$ cat config.mk
export PLATFORM = sky130hd
export DESIGN_NAME = mem_seq_arbiter
export DESIGN_NICKNAME = d
export VERILOG_FILES = /design/src/rtl/mem_seq_arbiter.sv
export SDC_FILE = /design/constraint.sdc
export NUM_CORES = 1
export LEC_CHECK = 0
export ABC_AREA = 1
export CAP_MARGIN = 25
export CORE_UTILIZATION = 52
export CTS_CLUSTER_SIZE = 28
export DETAILED_ROUTE_END_ITERATION = 8
export GPL_ROUTABILITY_DRIVEN = 0
export PLACE_DENSITY = 0.83
export REMOVE_ABC_BUFFERS = 1
export SLEW_MARGIN = 20
export SYNTH_ARGS = -nofsm -noshare
export SYNTH_HDL_FRONTEND = slang
export SYNTH_SLANG_ARGS = --single-unit
$ cat constraint.sdc
create_clock -name clk -period 5.3 [get_ports clk]
set_clock_uncertainty 0.2 [all_clocks]
set_input_delay 0.53 -clock clk [delete_from_list [all_inputs] [get_ports clk]]
set_output_delay 0.53 -clock clk [all_outputs]
set_load 0.02 [all_outputs]
$ cat src/rtl/mem_seq_arbiter.sv
// Two-port (fetch/data) word sequencer over a single-port byte memory.
// Optional macro ARB_ROUND_ROBIN_EN selects round-robin tie-break; default is data-first.
module mem_seq_arbiter #(
    parameter int ADDR_W = 5
) (
    input  logic              clk,
    input  logic              rst_n,
    input  logic              if_req,
    input  logic [ADDR_W-1:0] if_addr,
    output logic [31:0]       if_rdata,
    output logic              if_ack,
    input  logic              d_req,
    input  logic              d_we,
    input  logic [ADDR_W-1:0] d_addr,
    input  logic [31:0]       d_wdata,
    output logic [31:0]       d_rdata,
    output logic              d_ack,
    output logic [ADDR_W-1:0] mem_addr,
    output logic              mem_we,
    output logic [7:0]        mem_wdata,
    input  logic [7:0]        mem_rdata,
    output logic              busy
);

    typedef enum logic [1:0] {
        IDLE = 2'd0,
        XFER = 2'd1,
        DONE = 2'd2
    } state_t;

    state_t            state_q, state_d;
    logic [1:0]        k_q, k_d;
    logic [ADDR_W-1:0] addr_q, addr_d;
    logic              we_q, we_d;
    logic [31:0]       wdata_q, wdata_d;
    logic              win_q, win_d;
    logic [31:0]       sh_q, sh_d;
    logic [31:0]       if_rdata_q, if_rdata_d;
    logic [31:0]       d_rdata_q, d_rdata_d;
    logic              gnt_data;
    logic [31:0]       word;
    logic [31:0]       wsh;

`ifdef ARB_ROUND_ROBIN_EN
    logic last_q, last_d;

    // On a tie, serve whichever port was not granted last (1 = data).
    assign gnt_data = d_req & (~if_req | ~last_q);
`else
    assign gnt_data = d_req;
`endif

    assign word = {sh_q[23:0], mem_rdata};
    assign wsh  = wdata_q << {k_q, 3'b000};

    always_comb begin
        state_d    = state_q;
        k_d        = k_q;
        addr_d     = addr_q;
        we_d       = we_q;
        wdata_d    = wdata_q;
        win_d      = win_q;
        sh_d       = sh_q;
        if_rdata_d = if_rdata_q;
        d_rdata_d  = d_rdata_q;
`ifdef ARB_ROUND_ROBIN_EN
        last_d     = last_q;
`endif
        case (state_q)
            IDLE: begin
                if (if_req || d_req) begin
                    state_d = XFER;
                    k_d     = 2'd0;
                    win_d   = gnt_data;
                    addr_d  = gnt_data ? d_addr : if_addr;
                    we_d    = gnt_data & d_we;
                    wdata_d = d_wdata;
`ifdef ARB_ROUND_ROBIN_EN
                    last_d  = gnt_data;
`endif
                end
            end
            XFER: begin
                sh_d = word;
                k_d  = k_q + 2'd1;
                if (k_q == 2'd3) begin
                    state_d = DONE;
                    if (!we_q) begin
                        if (win_q) d_rdata_d  = word;
                        else       if_rdata_d = word;
                    end
                end
            end
            DONE:    state_d = IDLE;
            default: state_d = IDLE;
        endcase
    end

    always_comb begin
        mem_addr  = '0;
        mem_we    = 1'b0;
        mem_wdata = 8'h00;
        if (state_q == XFER) begin
            mem_addr = addr_q + ADDR_W'(k_q);
            if (we_q) begin
                mem_we    = 1'b1;
                mem_wdata = wsh[31:24];
            end
        end
    end

    assign busy     = (state_q != IDLE);
    assign if_ack   = (state_q == DONE) & ~win_q;
    assign d_ack    = (state_q == DONE) & win_q;
    assign if_rdata = if_rdata_q;
    assign d_rdata  = d_rdata_q;

    always_ff @(posedge clk or negedge rst_n) begin
        if (!rst_n) begin
            state_q    <= IDLE;
            k_q        <= 2'd0;
            addr_q     <= '0;
            we_q       <= 1'b0;
            wdata_q    <= 32'h0;
            win_q      <= 1'b0;
            sh_q       <= 32'h0;
            if_rdata_q <= 32'h0;
            d_rdata_q  <= 32'h0;
        end else begin
            state_q    <= state_d;
            k_q        <= k_d;
            addr_q     <= addr_d;
            we_q       <= we_d;
            wdata_q    <= wdata_d;
            win_q      <= win_d;
            sh_q       <= sh_d;
            if_rdata_q <= if_rdata_d;
            d_rdata_q  <= d_rdata_d;
        end
    end

`ifdef ARB_ROUND_ROBIN_EN
    always_ff @(posedge clk or negedge rst_n) begin
        if (!rst_n) last_q <= 1'b1;
        else        last_q <= last_d;
    end
`endif

endmodule
## After elaboration in Yosys (flattened, before gate mapping)

Cells that the tools add are included.

| operators by class | value |
|---|---|
| reduce and logical (&&, ||, !) cells | 9 |
| bitwise gates (word level) | 5 |
| equal/unequal tests | 5 |
| shift-type cells | 1 |
| muxes and demuxes | 11 |
| $add $sub $neg | 2 |

Operators by type and width:

| kind | count |
|---|---|
| 32-bit by 5-bit left shift with 32-bit output | 1 |
| 8-bit 2-to-1 mux | 2 |
| 5-bit 2-to-1 mux | 2 |
| 2-bit case mux with 2 select lines | 2 |
| 4-bit AND reduction | 2 |
| 2-bit 2-to-1 mux | 3 |
| 2-bit AND reduction | 3 |
| 5-bit by 2-bit adder with 5-bit output | 1 |
| 2-bit == test, second input constant | 2 |
| 2-bit != test, second input constant | 2 |
| 2-bit nonzero test | 2 |
| 1-bit bitwise AND | 3 |
| 2-bit by 1-bit adder with 2-bit output, second input constant | 1 |
| 2-bit by 1-bit == test with 1-bit output, second input constant | 1 |
| 2-bit logical NOT | 1 |
| 1-bit 2-to-1 mux | 2 |
| 1-bit inverter | 2 |
| 1-bit logical OR | 1 |

| word-level totals | value |
|---|---|
| register bits | 131 |

## Longest topological paths before layout

Gate-level depths: netlist (run 1).

| logic depth | value |
|---|---|
| depth after elaboration | 3 |
| mapped depth | 8 |
| gate-level depth less buffers | 7 |

## Worst setup path after synthesis (run 1)

OpenSTA, ideal clock, no wires.

| path | value |
|---|---|
| path type | register to output |
| start point | register k_q[1] |
| end point | output mem_addr[4] |
| cell stages (with the launch flop) | 7 |
| path slack | 2840 ps |
| arrival time | 1730 ps |
| buffers on the path | 1 |
| cell sequence | dfrtp_1 > buf_2 > clkinv_1 > fa_1 > nor2_1 > a21oi_1 > nor2_1 |

| between the ends | value |
|---|---|
| longest elaborated chain between the ends | 2 |

Ends and longest elaborated chain:

| element | RTL line | RTL |
|---|---|---|
| start: declaration | 32 | `logic [1:0] k_q, k_d;` |
| start signal: assignment | 131 | `k_q <= k_d;` |
| 5-bit by 2-bit adder with 5-bit output | 104 | `mem_addr = addr_q + ADDR_W'(k_q);` |
| 5-bit 2-to-1 mux | 103 | `if (state_q == XFER) begin` |
| end: declaration | 18 | `output logic [ADDR_W-1:0] mem_addr,` |

Every way passes these cells.

## Final worst setup path (run 1)

Ends and elaborated chain as after synthesis.

==> metrics.md, run 1 <==
| Metric | Value |
|---|---|
| Status | `complete, no violations` |
| Gr usage total | `0.261` |
| Reg clk slew, reported paths | `60 ps` |
| Average size of a mapped cell | `8.72 um^2` |
| H-tree levels | `4` |
| Placed inst area | `0.00708 mm^2` |
| Most used cell, CP | `nor2_1` |
| Sink Count | `131` |
| Final worst-path cycle share | `0.707` |
| Hold_buf cts | `0` |
| Min Tclk post-route | `3750 ps` |
| Post-Layout Cell Count | `935` |
| Clock tree buffer depth | `2` |
| Overflow after GRT | `0` |
| Slowest stage delay, CP | `roughly 600 ps` |
| CP required | `4570 ps` |
| DP HPWL | `9060 um` |
| Combinational family with the most area after synthesis | `simple AND/OR/NAND/NOR gates` |
| Slowest cell on crit path | `clkdlybuf4s50_1` |
| Netlist area before placement | `0.00576 mm^2` |
| Synth Area in Simple Gates | `0.228` |
| Post-synth cell types | `26` |
| Worst EP arrival | `3020 ps` |
| DRC | `0` |
| P_leak | `3.73 nW` |
| XOR/XNOR Fraction of Synth Area | `0` |
| Post-DR vias/cell | `5.29` |
| Placed cells | `902` |
| Max Slew Vio Count | `0` |
| Sw Pwr | `2.12 mW` |
| R2R Setup Slk | `2280 ps` |
| CTS Buf Count | `17` |
| Row count | `38` |
| Crit Path Class | `reg -> out` |
| Initial antenna violation count | `0` |
| Combinational Power Share | `0.432` |
| Slew headroom | `0.460` |
| Die span in y | `between 100 and 150 um` |
| Worst-Skew Late Latency | `520 ps` |
| Post-DRT Antenna Nets | `0` |
| Synthesized flop and latch total | `between 100 and 150` |
| Vias in the first global route | `4991` |
| Core area | `approximately 0.011 mm^2` |
| Pwr Density | `672 mW/mm^2` |
| Worst Path Max Fanout | `11` |
| Initial Util | `0.533` |
| RSZ-0062 raised after global routing | `false` |
| Pint | `a little over 3 mW` |
| Setup-failing EPs final | `0` |
| Crit start category | `register` |
| Most frequent cells in the layout | `nand2_1 (251), clkdlybuf4s50_1 (134), dfrtp_1 (131)` |
| Port Buf Inserts | `135` |
| TNS Setup | `0 ps` |
| Compound-Gate Fraction of Synth Area | `0.111` |
| Worst setup EP type | `output pin` |
| Sequential area share after synthesis | `0.570` |
| Core Util, Final | `0.712` |
| Final nets | `841` |
| Syn. warnings | `0` |
| Layout cells sized above 1 | `0.0943` |
| IO Pins | `136` |
| Commonest non-fill, non-tap cell in the layout | `nand2_1` |
| Antenna diodes | `0` |
| Total chip power | `about 5.2 mW` |
| Final WL | `between 10000 and 15000 um` |
| Wire length of the first global-routing pass | `23200 um` |
| Max-cap violations | `0` |
| Sequential share of power | `0.342` |
| Initial drt markers | `290` |
| DR WL/cell | `14.9 um` |
| Crit-path cells | `clkinv_1 > fa_1 > nor2_1 > a21oi_1 > nor2_1 > clkdlybuf4s50_1` |
| Hold Fails Final Rpt | `0` |
| CTS resizes | `0` |
| First-pass detailed-route iteration total | `6` |
| Die area | `around 0.011 mm^2` |
| CTS tree | `built` |
| Max VDD drop | `0.346 mV` |
| Via count | `4943` |
| Largest net degree at the start of global routing | `89` |
| Design Area, Final | `0.00768 mm^2` |
| Area share of fa/ha/maj cells after synthesis | `0.0100` |
| Worst min path class | `reg -> reg` |
| Least-Margin Pin Slew | `slightly above 800 ps` |
| Max Clock Freq | `267 MHz` |
| Die X | `107 um` |
| Clock Tree Root | `clkbuf_8` |
| Syn Inst Count | `660` |
| Setup Fix Bufs, Post-CTS | `0` |
| Clock share of power | `0.226` |
| Sw frac | `0.410` |
| Fraction of synthesized area in multiplexers | `0` |
| Fill count | `836` |
| P&R area growth vs syn | `33.5%` |
[final cells by class]
| class | count | area (um^2) | share of cell area |
|---|---|---|---|
| sequential | 131 | 3280 | 0.427 |
| multi-input combinational | 431 | 2010 | 0.262 |
| timing repair buffer | 139 | 1390 | 0.181 |
| clock buffer | 18 | 418 | 0.0544 |
| inverter | 62 | 235 | 0.0306 |
| tap | 140 | 175 | 0.0228 |
| clock inverter | 14 | 174 | 0.0226 |
[worst paths after layout]
check                                 start          end  depth (start not counted)
max in group asynchronous             rst_n    addr_q[3]                          3
worst max-delay path                 k_q[1]  mem_addr[4]                          6
worst min-delay path            if_rdata[0]  if_rdata[0]                          2
min in group asynchronous             rst_n  d_rdata[24]                          2
worst min register to register  if_rdata[0]  if_rdata[0]                          2
worst max register to register       k_q[0]  d_rdata[11]                          5
[per-stage QoR]
step,hold slack (ps),setup WS [ps]
6_report,270,1550
5_1_grt,297,1390
4_1_cts,44.8,1570
3_5_place_dp,259,2130
3_3_place_gp,255,2150
2_1_floorplan,34.4,2020
[worst max-delay path: cells and delay by family (launching register included)]
kind / cells / cell delay [ps]
AOI/OAI and AO/OA: 1 / 80
adders and majority gates: 1 / 570
buffers and inverters: 2 / 1000
DFF: 1 / 570
and+or+nand+nor: 2 / 260
[flip-flops by register name, summed over array words and instances (netlist names)]
signal	cells
addr_q	5
k_q	2
if_rdata	32
wdata_q	32
d_rdata	32
win_q	1
we_q	1
state_q	2
sh_q	24
[Yosys cell counts]
library cell | count | share of area
inv_1 | 56 | 0.037
and3_1 | 1 | 0.0011
fa_1 | 1 | 0.0035
nand3_1 | 52 | 0.045
a21oi_2 | 8 | 0.012
inv_4 | 1 | 0.0011
nand2_2 | 2 | 0.0022
o21ai_1 | 7 | 0.0061
nor3_1 | 1 | 0.00087
nand2_4 | 2 | 0.0039
o21ai_2 | 19 | 0.029
buf_6 | 7 | 0.014
buf_8 | 1 | 0.0026
nand2_1 | 252 | 0.16
nor2_4 | 2 | 0.0039
clkbuf_1 | 8 | 0.0052
o21ai_0 | 65 | 0.057
nor2_1 | 7 | 0.0046
buf_2 | 15 | 0.013
buf_4 | 5 | 0.0065
ha_1 | 3 | 0.0065
inv_2 | 3 | 0.0020
nand3_2 | 1 | 0.0017
clkinv_1 | 2 | 0.0013
a21oi_1 | 8 | 0.0070
dfrtp_1 | 131 | 0.57
[metal layers]
layer,GRT usage,share of wire,vias to the layer above
met3,0.0529,0.069,20
met1,0.322,0.41,2392
met4,0.0793,0.013,0
li1,-,-,2323
met2,0.460,0.51,208
met5,0,0,-
[power by group through the flow]
stage                     clock network (mW)  logic [mW]  registers [mW]
after floorplan                            0        1.04            1.96
after global placement                     0        2.12            1.75
after detailed placement                   0        2.21            1.77
after CTS                               1.18        2.25            1.76
after global routing                    1.23        2.46            1.82
final                                   1.17        2.23            1.77
[cells by family (layout without fill, tap and decap cells)]
| kind of cell | count (synthesis) | after routing |
|---|---|---|
| and+or+nand+nor | 320 | 320 |
| DFF | 131 | 131 |
| AOI/OAI and AO/OA | 107 | 107 |
| buffers and inverters | 98 | 233 |
| adders and majority gates | 4 | 4 |
Power figures use the tool's default switching activity.
==> run 2: changes to the inputs <==
- CORE_UTILIZATION: 52 -> 50
- PLACE_DENSITY: 0.83 -> 0.8
- clock period: 5.3 -> 3.9 ns (I/O delays scaled with it)
==> run 2 against run 1 <==
Net effect: design area grew 0.33%; global-route usage shrank 0.51 points; clock-buffer cell count shrank 1; combinational power grew 35%; non-clock buffer count is the same; worst hold slack lost 2.1 ps; register-to-register slack lost 1400 ps; via count shrank 0.67%; sequential share of layout area shrank 0.14 points; sequential power grew 36%; core utilization shrank 1.3 points.
==> metrics.md, run 2 (same netlist as run 1, synthesis figures left out) <==
| Metric | Value |
|---|---|
| Most frequent cells in the layout | `nand2_1 (251), clkdlybuf4s50_1 (134), dfrtp_1 (131)` |
| Final worst-path cycle share | `0.924` |
| Post-DR vias/cell | `5.25 (-0.67%)` |
| Initial drt markers | `329 (+13%)` |
| Design Area, Final | `0.00771 mm^2 (+0.33%)` |
| Placed cells | `902 (unchanged)` |
| CP required | `3310 ps (-1260 ps)` |
| Worst setup EP type | `output pin` |
| Final nets | `841 (unchanged)` |
| Crit start category | `register` |
| Final WL | `14200 um (+2.1%)` |
| Slew headroom | `0.432 (-0.0279)` |
| Max Slew Vio Count | `0 (unchanged)` |
| Row count | `38 (unchanged)` |
| Worst min path class | `reg -> reg` |
| Placement Setup Slack | `732 ps (-1390 ps)` |
| Reg2reg end | `d_rdata[17]` |
| P_leak | `3.74 nW (about the same)` |
| Clock Tree Root | `clkbuf_16` |
| H-tree levels | `4 (unchanged)` |
| Initial Util | `0.522 (-0.0115)` |
| Setup Fix Bufs, Post-CTS | `0 (unchanged)` |
| Largest net degree at the start of global routing | `112 (+26%)` |
| CTS resizes | `0 (unchanged)` |
| P&R area growth vs syn | `33.9%` |
| Worst EP arrival | `3010 ps (about the same)` |
| Die X | `109 um (+1.9%)` |
| Die span in y | `109 um (+1.9%)` |
| R2R Setup Slk | `870 ps (-1410 ps)` |
| WHS | `268 ps (-2.11 ps)` |
| Crit Path Class | `reg -> out` |
| CTS tree | `built` |
| Max Clock Freq | `278 MHz` |
| Post-Layout Cell Count | `935 (unchanged)` |
| Via count | `4910 (-0.67%)` |
| Gr usage total | `0.256 (-0.00508)` |
| RSZ-0062 raised after global routing | `false` |
| Total chip power | `7.09 mW (+37%)` |
| Hold_sp | `if_rdata[1]` |
| Worst-Skew Late Latency | `410 ps (-110 ps)` |
| Hold-critical path depth | `2 (unchanged)` |
| Initial antenna violation count | `0 (unchanged)` |
| CTS Buf Count | `17 (unchanged)` |
| Core Util, Final | `0.699 (-0.0131)` |
| Die area | `0.0119 mm^2 (+3.9%)` |
| Port Buf Inserts | `135 (unchanged)` |
| Wire length of the first global-routing pass | `23300 um (+0.30%)` |
| TNS Setup | `0 ps (unchanged)` |
| Vias in the first global route | `4887 (-2.1%)` |
| Commonest non-fill, non-tap cell in the layout | `nand2_1` |
| First-pass detailed-route iteration total | `5 (-1)` |
| Core area | `0.0110 mm^2 (+2.2%)` |
| IO Pins | `136 (unchanged)` |
| WHS Endpoint | `if_rdata[1]` |
| Sink Count | `131 (unchanged)` |
| Antenna diodes | `0 (unchanged)` |
| Hold Fails Final Rpt | `0 (unchanged)` |
| DP HPWL | `9150 um (+0.98%)` |
| Status | `complete, no violations` |
| DRC | `0 (unchanged)` |
| Hold_buf cts | `1 (+1)` |
| Min Tclk post-route | `3600 ps` |
| Overflow after GRT | `0 (unchanged)` |
| Reg-to-reg startpoint | `k_q[0]` |
| Max VDD drop | `0.553 mV (+60%)` |
| Setup-failing EPs final | `0 (unchanged)` |
| Max-cap violations | `0 (unchanged)` |
| Final worst setup slack | `297 ps (-1260 ps)` |
| Post-DRT Antenna Nets | `0 (unchanged)` |
| Pwr Density | `919 mW/mm^2 (+37%)` |
| DR WL/cell | `15.2 um (+2.1%)` |
| Placed inst area | `0.00707 mm^2 (about the same)` |
| Reg clk slew, reported paths | `60 ps (about the same)` |
| Worst Path Max Fanout | `11 (unchanged)` |
| Layout cells sized above 1 | `0.0956 (+0.00126)` |
| Least-Margin Pin Slew | `851 ps (+43.8 ps)` |
| Clock tree buffer depth | `2 (unchanged)` |
| FF-to-FF path depth | `5 (unchanged)` |
run 2: worst max-delay path, cell delays in order, from the launching register on:
cell,delay (ps)
dfrtp_1,580
clkinv_1,420
fa_1,560
nor2_1,190
a21oi_1,90
nor2_1,140
clkdlybuf4s50_1,630
run 2: report_power, final:
part / total [mW] / switching [mW] / leakage (nW) / internal [mW]
Combinational: 3.01 / 1.85 / 1.80 / 1.16
Clock: 1.67 / 0.644 / 0.296 / 1.03
Sequential: 2.41 / 0.421 / 1.64 / 1.99
run 2: metal layers:
layer	up-vias	GRT usage	wire length, um
li1	2334	-	-
met1	2399	0.328	5960
met2	161	0.428	7320
met3	16	0.0539	788
met4	0	0.0962	176
met5	-	0	0
run 2: how the worst max path moves through the flow:
stage	startpoint	to	slack, ps
after floorplan	k_q[0]	if_rdata[0]	620
after global placement	k_q[1]	mem_addr[4]	780
after detailed placement	k_q[1]	mem_addr[4]	730
after CTS	k_q[1]	mem_addr[4]	280
after global routing	k_q[1]	mem_addr[4]	140
final	k_q[1]	mem_addr[4]	300
run 2: final cells by class:
| type | count | area, um^2 |
|---|---|---|
| Clock buffer | 17 | 425 |
| Fill cell | 844 | 3320 |
| Tap cell | 140 | 175 |
| Timing Repair Buffer | 139 | 1390 |
| Multi-Input combinational cell | 431 | 2010 |
| Clock inverter | 15 | 196 |
| Sequential cell | 131 | 3280 |
| Inverter | 62 | 235 |
